**config.mk**
```make
export PLATFORM = sky130hd
export DESIGN_NAME = uart_rx_fifo
export DESIGN_NICKNAME = d
export VERILOG_FILES = /design/src/rtl/uart_rx_fifo.sv
export SDC_FILE = /design/constraint.sdc
export NUM_CORES = 1
export LEC_CHECK = 0
export BUFFER_PORTS_ARGS = -buffer_cell sky130_fd_sc_hd__buf_2
export CORE_UTILIZATION = 55
export CTS_CLUSTER_SIZE = 12
export DETAILED_ROUTE_END_ITERATION = 8
export PLACE_DENSITY = 0.84
export SYNTH_ARGS = -nofsm -noshare
export SYNTH_HDL_FRONTEND = slang
export SYNTH_SLANG_ARGS = --single-unit
```
**constraint.sdc**
```tcl
create_clock -name clk -period 4.7 [get_ports clk]
set_input_delay 0.235 -clock clk [delete_from_list [all_inputs] [get_ports clk]]
set_output_delay 0.235 -clock clk [all_outputs]
set_load 0.02 [all_outputs]
```
**src/rtl/uart_rx_fifo.sv**
```systemverilog
// 8N1 UART receiver with 16x oversampling, majority-vote bit recovery and a show-ahead
// receive FIFO with sticky framing/overrun flags.
module uart_rx_fifo #(
    parameter int unsigned CLKFREQ    = 50000000,
    parameter int unsigned BAUD       = 115200,
    parameter int unsigned FIFO_DEPTH = 16
) (
    input  logic                          clk,
    input  logic                          rst_n,
    input  logic                          rxd,
    output logic [7:0]                    rx_data,
    output logic                          rx_valid,
    input  logic                          rx_ready,
    output logic [$clog2(FIFO_DEPTH):0]   rx_count,
    output logic                          frame_err,
    output logic                          overrun,
    input  logic                          err_clear
);

    localparam int unsigned DIV = (CLKFREQ + BAUD * 8) / (BAUD * 16);
    localparam int unsigned DW  = (DIV > 1) ? $clog2(DIV) : 1;
    localparam int unsigned AW  = $clog2(FIFO_DEPTH);
    localparam int unsigned CW  = AW + 1;
    localparam logic [DW-1:0] DivLast = DW'(DIV - 1);
    localparam logic [CW-1:0] CntFull = CW'(FIFO_DEPTH);

    typedef enum logic [1:0] {StIdle, StStart, StData, StStop} state_e;

    logic          sync1_q, sync2_q, prev_q;
    state_e        state_q, state_d;
    logic [DW-1:0] div_q, div_d;
    logic [3:0]    s_q, s_d;
    logic [1:0]    ones_q, ones_d;
    logic [2:0]    bit_q, bit_d;
    logic [7:0]    shreg_q, shreg_d;
    logic          push_q, push_d;
    logic          frame_err_q, frame_err_d;
    logic          overrun_q, overrun_d;
    logic [AW-1:0] wr_ptr_q, wr_ptr_d, rd_ptr_q, rd_ptr_d;
    logic [CW-1:0] cnt_q, cnt_d;
    logic [7:0]    mem_q [FIFO_DEPTH];

    logic tick, maj, fe_set, full, pop, wr_en, ovr_set;

    // Receiver FSM, oversampling divider and vote accumulation
    always_comb begin
        state_d = state_q;
        s_d     = s_q;
        ones_d  = ones_q;
        bit_d   = bit_q;
        shreg_d = shreg_q;
        push_d  = 1'b0;
        fe_set  = 1'b0;
        tick    = (state_q != StIdle) && (div_q == DivLast);
        div_d   = (state_q == StIdle || tick) ? '0 : div_q + 1'b1;
        maj     = (ones_q == 2'd2) || ((ones_q == 2'd1) && sync2_q);

        if (state_q == StIdle) begin
            if (prev_q && !sync2_q) begin
                state_d = StStart;
                s_d     = 4'd0;
                ones_d  = 2'd0;
                bit_d   = 3'd0;
            end
        end else if (tick) begin
            s_d = s_q + 4'd1;
            if (s_q == 4'd7) begin
                ones_d = {1'b0, sync2_q};
            end else if (s_q == 4'd8) begin
                ones_d = ones_q + {1'b0, sync2_q};
            end else if (s_q == 4'd9) begin
                ones_d = 2'd0;
                if (state_q == StStart) begin
                    state_d = maj ? StIdle : StData;
                end else if (state_q == StData) begin
                    shreg_d = {maj, shreg_q[7:1]};
                    bit_d   = bit_q + 3'd1;
                    if (bit_q == 3'd7) begin
                        state_d = StStop;
                    end
                end else begin
                    push_d  = maj;
                    fe_set  = !maj;
                    state_d = StIdle;
                end
            end
        end
    end

    // FIFO control; a push into a full FIFO succeeds only if a pop frees a slot this cycle
    always_comb begin
        rx_valid = (cnt_q != '0);
        full     = (cnt_q == CntFull);
        pop      = rx_valid && rx_ready;
        wr_en    = push_q && (!full || pop);
        ovr_set  = push_q && full && !pop;
        wr_ptr_d = wr_en ? wr_ptr_q + 1'b1 : wr_ptr_q;
        rd_ptr_d = pop ? rd_ptr_q + 1'b1 : rd_ptr_q;
        cnt_d    = cnt_q;
        if (wr_en && !pop) begin
            cnt_d = cnt_q + 1'b1;
        end else if (pop && !wr_en) begin
            cnt_d = cnt_q - 1'b1;
        end
        frame_err_d = fe_set | (frame_err_q & ~err_clear);
        overrun_d   = ovr_set | (overrun_q & ~err_clear);
        rx_data     = rx_valid ? mem_q[rd_ptr_q] : 8'h00;
        rx_count    = cnt_q;
        frame_err   = frame_err_q;
        overrun     = overrun_q;
    end

    always_ff @(posedge clk or negedge rst_n) begin
        if (!rst_n) begin
            sync1_q     <= 1'b1;
            sync2_q     <= 1'b1;
            prev_q      <= 1'b1;
            state_q     <= StIdle;
            div_q       <= '0;
            s_q         <= 4'd0;
            ones_q      <= 2'd0;
            bit_q       <= 3'd0;
            shreg_q     <= 8'h00;
            push_q      <= 1'b0;
            frame_err_q <= 1'b0;
            overrun_q   <= 1'b0;
            wr_ptr_q    <= '0;
            rd_ptr_q    <= '0;
            cnt_q       <= '0;
        end else begin
            sync1_q     <= rxd;
            sync2_q     <= sync1_q;
            prev_q      <= sync2_q;
            state_q     <= state_d;
            div_q       <= div_d;
            s_q         <= s_d;
            ones_q      <= ones_d;
            bit_q       <= bit_d;
            shreg_q     <= shreg_d;
            push_q      <= push_d;
            frame_err_q <= frame_err_d;
            overrun_q   <= overrun_d;
            wr_ptr_q    <= wr_ptr_d;
            rd_ptr_q    <= rd_ptr_d;
            cnt_q       <= cnt_d;
        end
    end

    // Storage needs no reset: contents are only visible while counted as valid
    always_ff @(posedge clk) begin
        if (wr_en) begin
            mem_q[wr_ptr_q] <= shreg_q;
        end
    end

endmodule

```
# After elaboration in Yosys (flattened, before gate mapping)
# Memory sizes are Yosys's and may differ from the RTL's.
# Cells that the tools add are included.
# totals
ff_bits	43
ram_bits	128
input_bits	5
out_inout_bits	16
word_cells	125
memories	1
# memory_table
memory	depth	word_bits	read_ports	rd_clocked_by_memory_dff	wr	line_no	text
mem_q	16	8	1	0	1	41	logic [7:0] mem_q [FIFO_DEPTH];
# op_classes
n_addsub	8
n_eq_ne	15
muxes	47
bitwise	9
n_reduce_logical	30
# op_table
cell	n
$mux 2	16
$mux 3	8
$mux 1	16
$mux 5	3
$reduce_and 7->1	2
$add 4x1->4 const B	3
$mux 4	3
$add 5x1->5 const B	2
$eq 5x5->1 const B	2
$reduce_bool 2->1	5
$logic_and 1x1->1	9
$eq 4x4->1 const B	2
$mux 8	1
$ne 2x2->1 const B	3
$reduce_and 6->1	1
$logic_not 1->1	5
$not 1->1	5
$reduce_bool 5->1	1
$sub 5x1->5 const B	1
$eq 2x1->1 const B	2
$eq 2x2->1 const B	2
$eq 4x3->1 const B	1
$ne 4x3->1 const B	1
$reduce_bool 4->1	1
other kinds (10)	14

# Logic depth before layout (Yosys ltp)
# depth
depth_word	12
depth_mapped	10
mapped_depth_nobuf	10

# Least setup slack after synthesis
# No wires, ideal clock.
# synth_timing
path_kind	register -> register
startpoint	register cnt_q[1] (netlist: rx_count[1])
endpoint	register cnt_q[4] (netlist: rx_count[4])
setup_time_ps	147
arrival_ps	2399
required_ps	4553
setup_slack_ps	2154
stages_incl_launch_ff	11
n_path_buf	0
synth_period_minus_slack_ps	2546
cell_sequence	dfrtp_1 -> nor4_2 -> nand2b_1 -> nand2_1 -> ha_1 -> inv_1 -> ha_1 -> nor2b_1 -> o21a_1 -> o2111ai_1 -> o311ai_0
# synth_between
elab_chain_len	7
elab_cells_between_ends	15
classes_between	add/sub: 2; eq/ne: 1; mux: 2; reduce/logical: 10
# synth_lines
item	line_no	text
from (decl)	40	logic [CW-1:0] cnt_q, cnt_d;
from (signal assigned)	145	cnt_q <= cnt_d;
parallel branches: the longest is 7 deep, another holds $sub 5x1->5	--	
# Parallel ways; which one is timed is not known. The select of a mux whose other input is x is not followed.
# A chain may end at the register's enable or synchronous reset.

# Worst setup path in the final report
# layout_timing
startpoint	register rd_ptr_q[1]
endpoint	output port rx_data[6]
# layout_between
elab_chain_len	2
# layout_lines
item	line_no	text
from (decl)	39	logic [AW-1:0] wr_ptr_q, wr_ptr_d, rd_ptr_q, rd_ptr_d;
from (signal assigned)	144	rd_ptr_q <= rd_ptr_d;
$mem_v2 16x8	--	
$mux 8	107	rx_data = rx_valid ? mem_q[rd_ptr_q] : 8'h00;
to (decl)	11	output logic [7:0] rx_data,
# No other way between the ends.

==> flow_metrics.tcl <==
set metrics [dict create \
    grt_usage 0.219 \
    worstHoldPathCells 2 \
    gp_congestion 0.778 \
    viasPerCell 5.91 \
    numCtsBuffers 17 \
    post-route-min-period_ns 3.31 \
    slowest_delay_ns 0.91 \
    ff2ff_path_depth 10 \
    irDropWorstVdd_mv 0.410 \
    hp-class "input port to flip-flop" \
    crit_path_cell_trace "buf_4 -> mux4_2 -> mux2_2 -> o21ai_2 -> a21oi_1 -> buf_2" \
    cts_tree "built" \
    die_h_um 116 \
    final_common_cell "edfxtp_1" \
    drt-pass1-iter-count 4 \
    yosysWarnings 0 \
    routedWlPerCell_um 21.2 \
    core_mm2 0.0127 \
    antenna_found_initial 0 \
    grt_pass1_vias 3797 \
    ant_nets 0 \
    ys_async_sr_fraction 0.251 \
    netlist_area_mm2 0.00721 \
    start_util 0.566 \
    max_cap_viol_count 0 \
    n_antenna_cell 0 \
    finalMaxSlewViolations 0 \
    postLayoutCoreUtil 0.632 \
    synth_nets 444 \
    vias 3733 \
    syn_inst 421 \
    yosys.area.top_type "edfxtp_1" \
    synth_seq_cells 171 \
    synth_ff_type "edfxtp_1" \
    cts_sinks 171 \
    clockBufferDepth 2 \
    setup_violations 0 \
    synth_cell_type_count 53 \
    synth.top_cells.by_area "edfxtp_1 (53%), dfrtp_1 (14%), mux4_2 (7.2%), mux4_1 (3.3%), mux2_2 (3.0%)" \
    layout_common_cells "edfxtp_1 (128), dfrtp_1 (40), mux4_2 (23)" \
    cp.depth 6 \
    drcViolationCount 0 \
    crit_type "flip-flop to primary output" \
    drt-total-wl_um 13400 \
    h-tree-depth 4 \
    crit_fanout 20 \
    crit_buf_inv 2 \
    synth-edff-count 128 \
    p_leak_nw 3.33 \
    cts_root_buffer "clkbuf_16" \
    crit_slowest_cell "dfrtp_1" \
    final_hold_viol_count 0 \
    drive_above_1_share 0.233 \
    fin_setup_tns_ns 0 \
    rsz0062_at_grt "no" \
    period_share 0.704 \
    critPathLaunchType "flip-flop" \
    dieWidth_um 116 \
    worst_pin_slew_ns 1.28 \
    status "finished clean" \
    io_pins 21 \
    relSlewSlack 0.141 \
    dpl.hpwl_um 8260 \
    crit_required_ns 4.47 \
    rows 41 \
    crit_family "flip-flops" \
    clk_pin_slew_ns 0.07 \
    gr-total-overflow 0 \
    syn_area_per_cell_um2 17.1 \
    fin_skew_ns 0.0112 \
    arrival_ns 3.07 \
    syn2layout_area_growth_pct 11.5 \
    hold_slack_ns 0.0118 \
    nets 470 \
    port_buffers 20 \
    powerDensity_mw_per_mm2 482 \
    clkLatencyLatePin_ns 0.42 \
    synth_top_area_frac 0.533 \
    fmax_mhz 302 \
    grt_max_degree 44 \
    worstSetupEndpointType "primary output" \
    die_area_mm2 0.0136 \
    synth_seq_area_share 0.683 \
    grt_pass1_wl_um 20800 \
    drt_iter0_drc 259 \
]
layer usage:
metal,share of wire,vias to the layer above,GRT usage,wire length (µm)
met3,0.066,20,0.0535,889
met2,0.50,134,0.361,6720
met4,0.018,0,0.0769,246
li1,-,1688,-,-
met1,0.41,1891,0.285,5550
met5,0,-,0,0
report_power, final:
group / switching (mW) / total [mW] / internal (mW)
combinational: 0.349 / 0.662 / 0.313
clock: 0.604 / 1.36 / 0.751
sequential: 0.187 / 1.85 / 1.67
worst paths after layout:
kind / startpoint / end / slack [ns]
max: rd_ptr_q[1] / rx_data[6] / 1.39
min: err_clear / frame_err / 0.01
max reg2reg: rx_count[0] / rx_count[4] / 1.61
min reg2reg: sync1_q / sync2_q / 0.36
max in group asynchronous: rst_n / shreg_q[2] / 3.65
min in group asynchronous: rst_n / frame_err / 0.49
what timing repair did:
| item | 4_1_cts | 5_1_grt |
|---|---|---|
| buffers inserted | 0 | 0 |
| hold buffers | 2 | 0 |
| gates resized for setup | 0 | 0 |
| endpoints found under the hold margin | 41 | 0 |
worst register-to-register path, cell delays in order, from the launching register on:
cell,delay (ns)
dfrtp_1,0.44
nor4_2,0.40
nand2b_1,0.38
nand2_1,0.26
ha_1,0.28
inv_1,0.13
ha_1,0.33
nor2b_1,0.16
o21a_1,0.19
o2111ai_1,0.19
o311ai_0,0.17
area by class of cell:
type	count	area [µm²]
clock buffers	17	425
clock inverters	15	158
fillers	894	4690
inverters	16	60.1
multi-input cells	214	2100
flip-flops and latches	171	4920
well taps	172	215
repair buffers	27	158
stage by stage:
step | power (mW) | cells | instance area (µm²) | worst slack (ns)
6_report | 3.87 | 632 | 8040 | 1.39
3_3_place_gp | 2.51 | 598 | 7430 | 1.83
5_1_grt | 4.03 | 632 | 8040 | 1.25
4_1_cts | 3.90 | 632 | 8040 | 1.35
3_5_place_dp | 2.54 | 598 | 7430 | 1.63
2_1_floorplan | 2.40 | 421 | 7210 | 2.15
registers in the layout, indices dropped and copies added (netlist names), 2 cells and up:
register and count:
bit_q 3, div_q 5, mem_q 128, ones_q 2, rd_ptr_q 4, rx_count 5, s_q 4, shreg_q 8
state_q 2, wr_ptr_q 4
synthesized netlist by cell type (2+ instances only):
cell type / number
buf_4: 4
xnor2_1: 8
and3_1: 5
buf_2: 9
nor2b_1: 3
inv_1: 16
or3_1: 2
mux2_2: 19
a21oi_1: 10
o22ai_1: 3
a21o_1: 3
a22o_1: 2
a31oi_1: 2
clkbuf_1: 4
mux2i_1: 8
ha_1: 17
dfstp_2: 3
mux4_1: 9
o21ai_0: 16
nand2b_1: 4
nor3_1: 7
mux4_2: 23
nor2_1: 21
dfrtp_1: 40
nand2_1: 15
edfxtp_1: 128
xor2_1: 4
nand3_1: 8
o2111ai_1: 2
o21ai_1: 3
cells by family (layout without fill, tap and decap cells):
logic type | after synthesis | after routing | share of synthesized area
AOI/OAI and AO/OA | 49 | 49 | 0.0427
xor gates and xnor gates | 12 | 12 | 0.0146
adders and majority gates | 18 | 18 | 0.0323
buffers and inverters | 36 | 75 | 0.0257
DFF | 171 | 171 | 0.683
muxes | 60 | 60 | 0.147
and+or+nand+nor | 75 | 75 | 0.0544
Note: power is estimated with default switching activity, not from simulation.
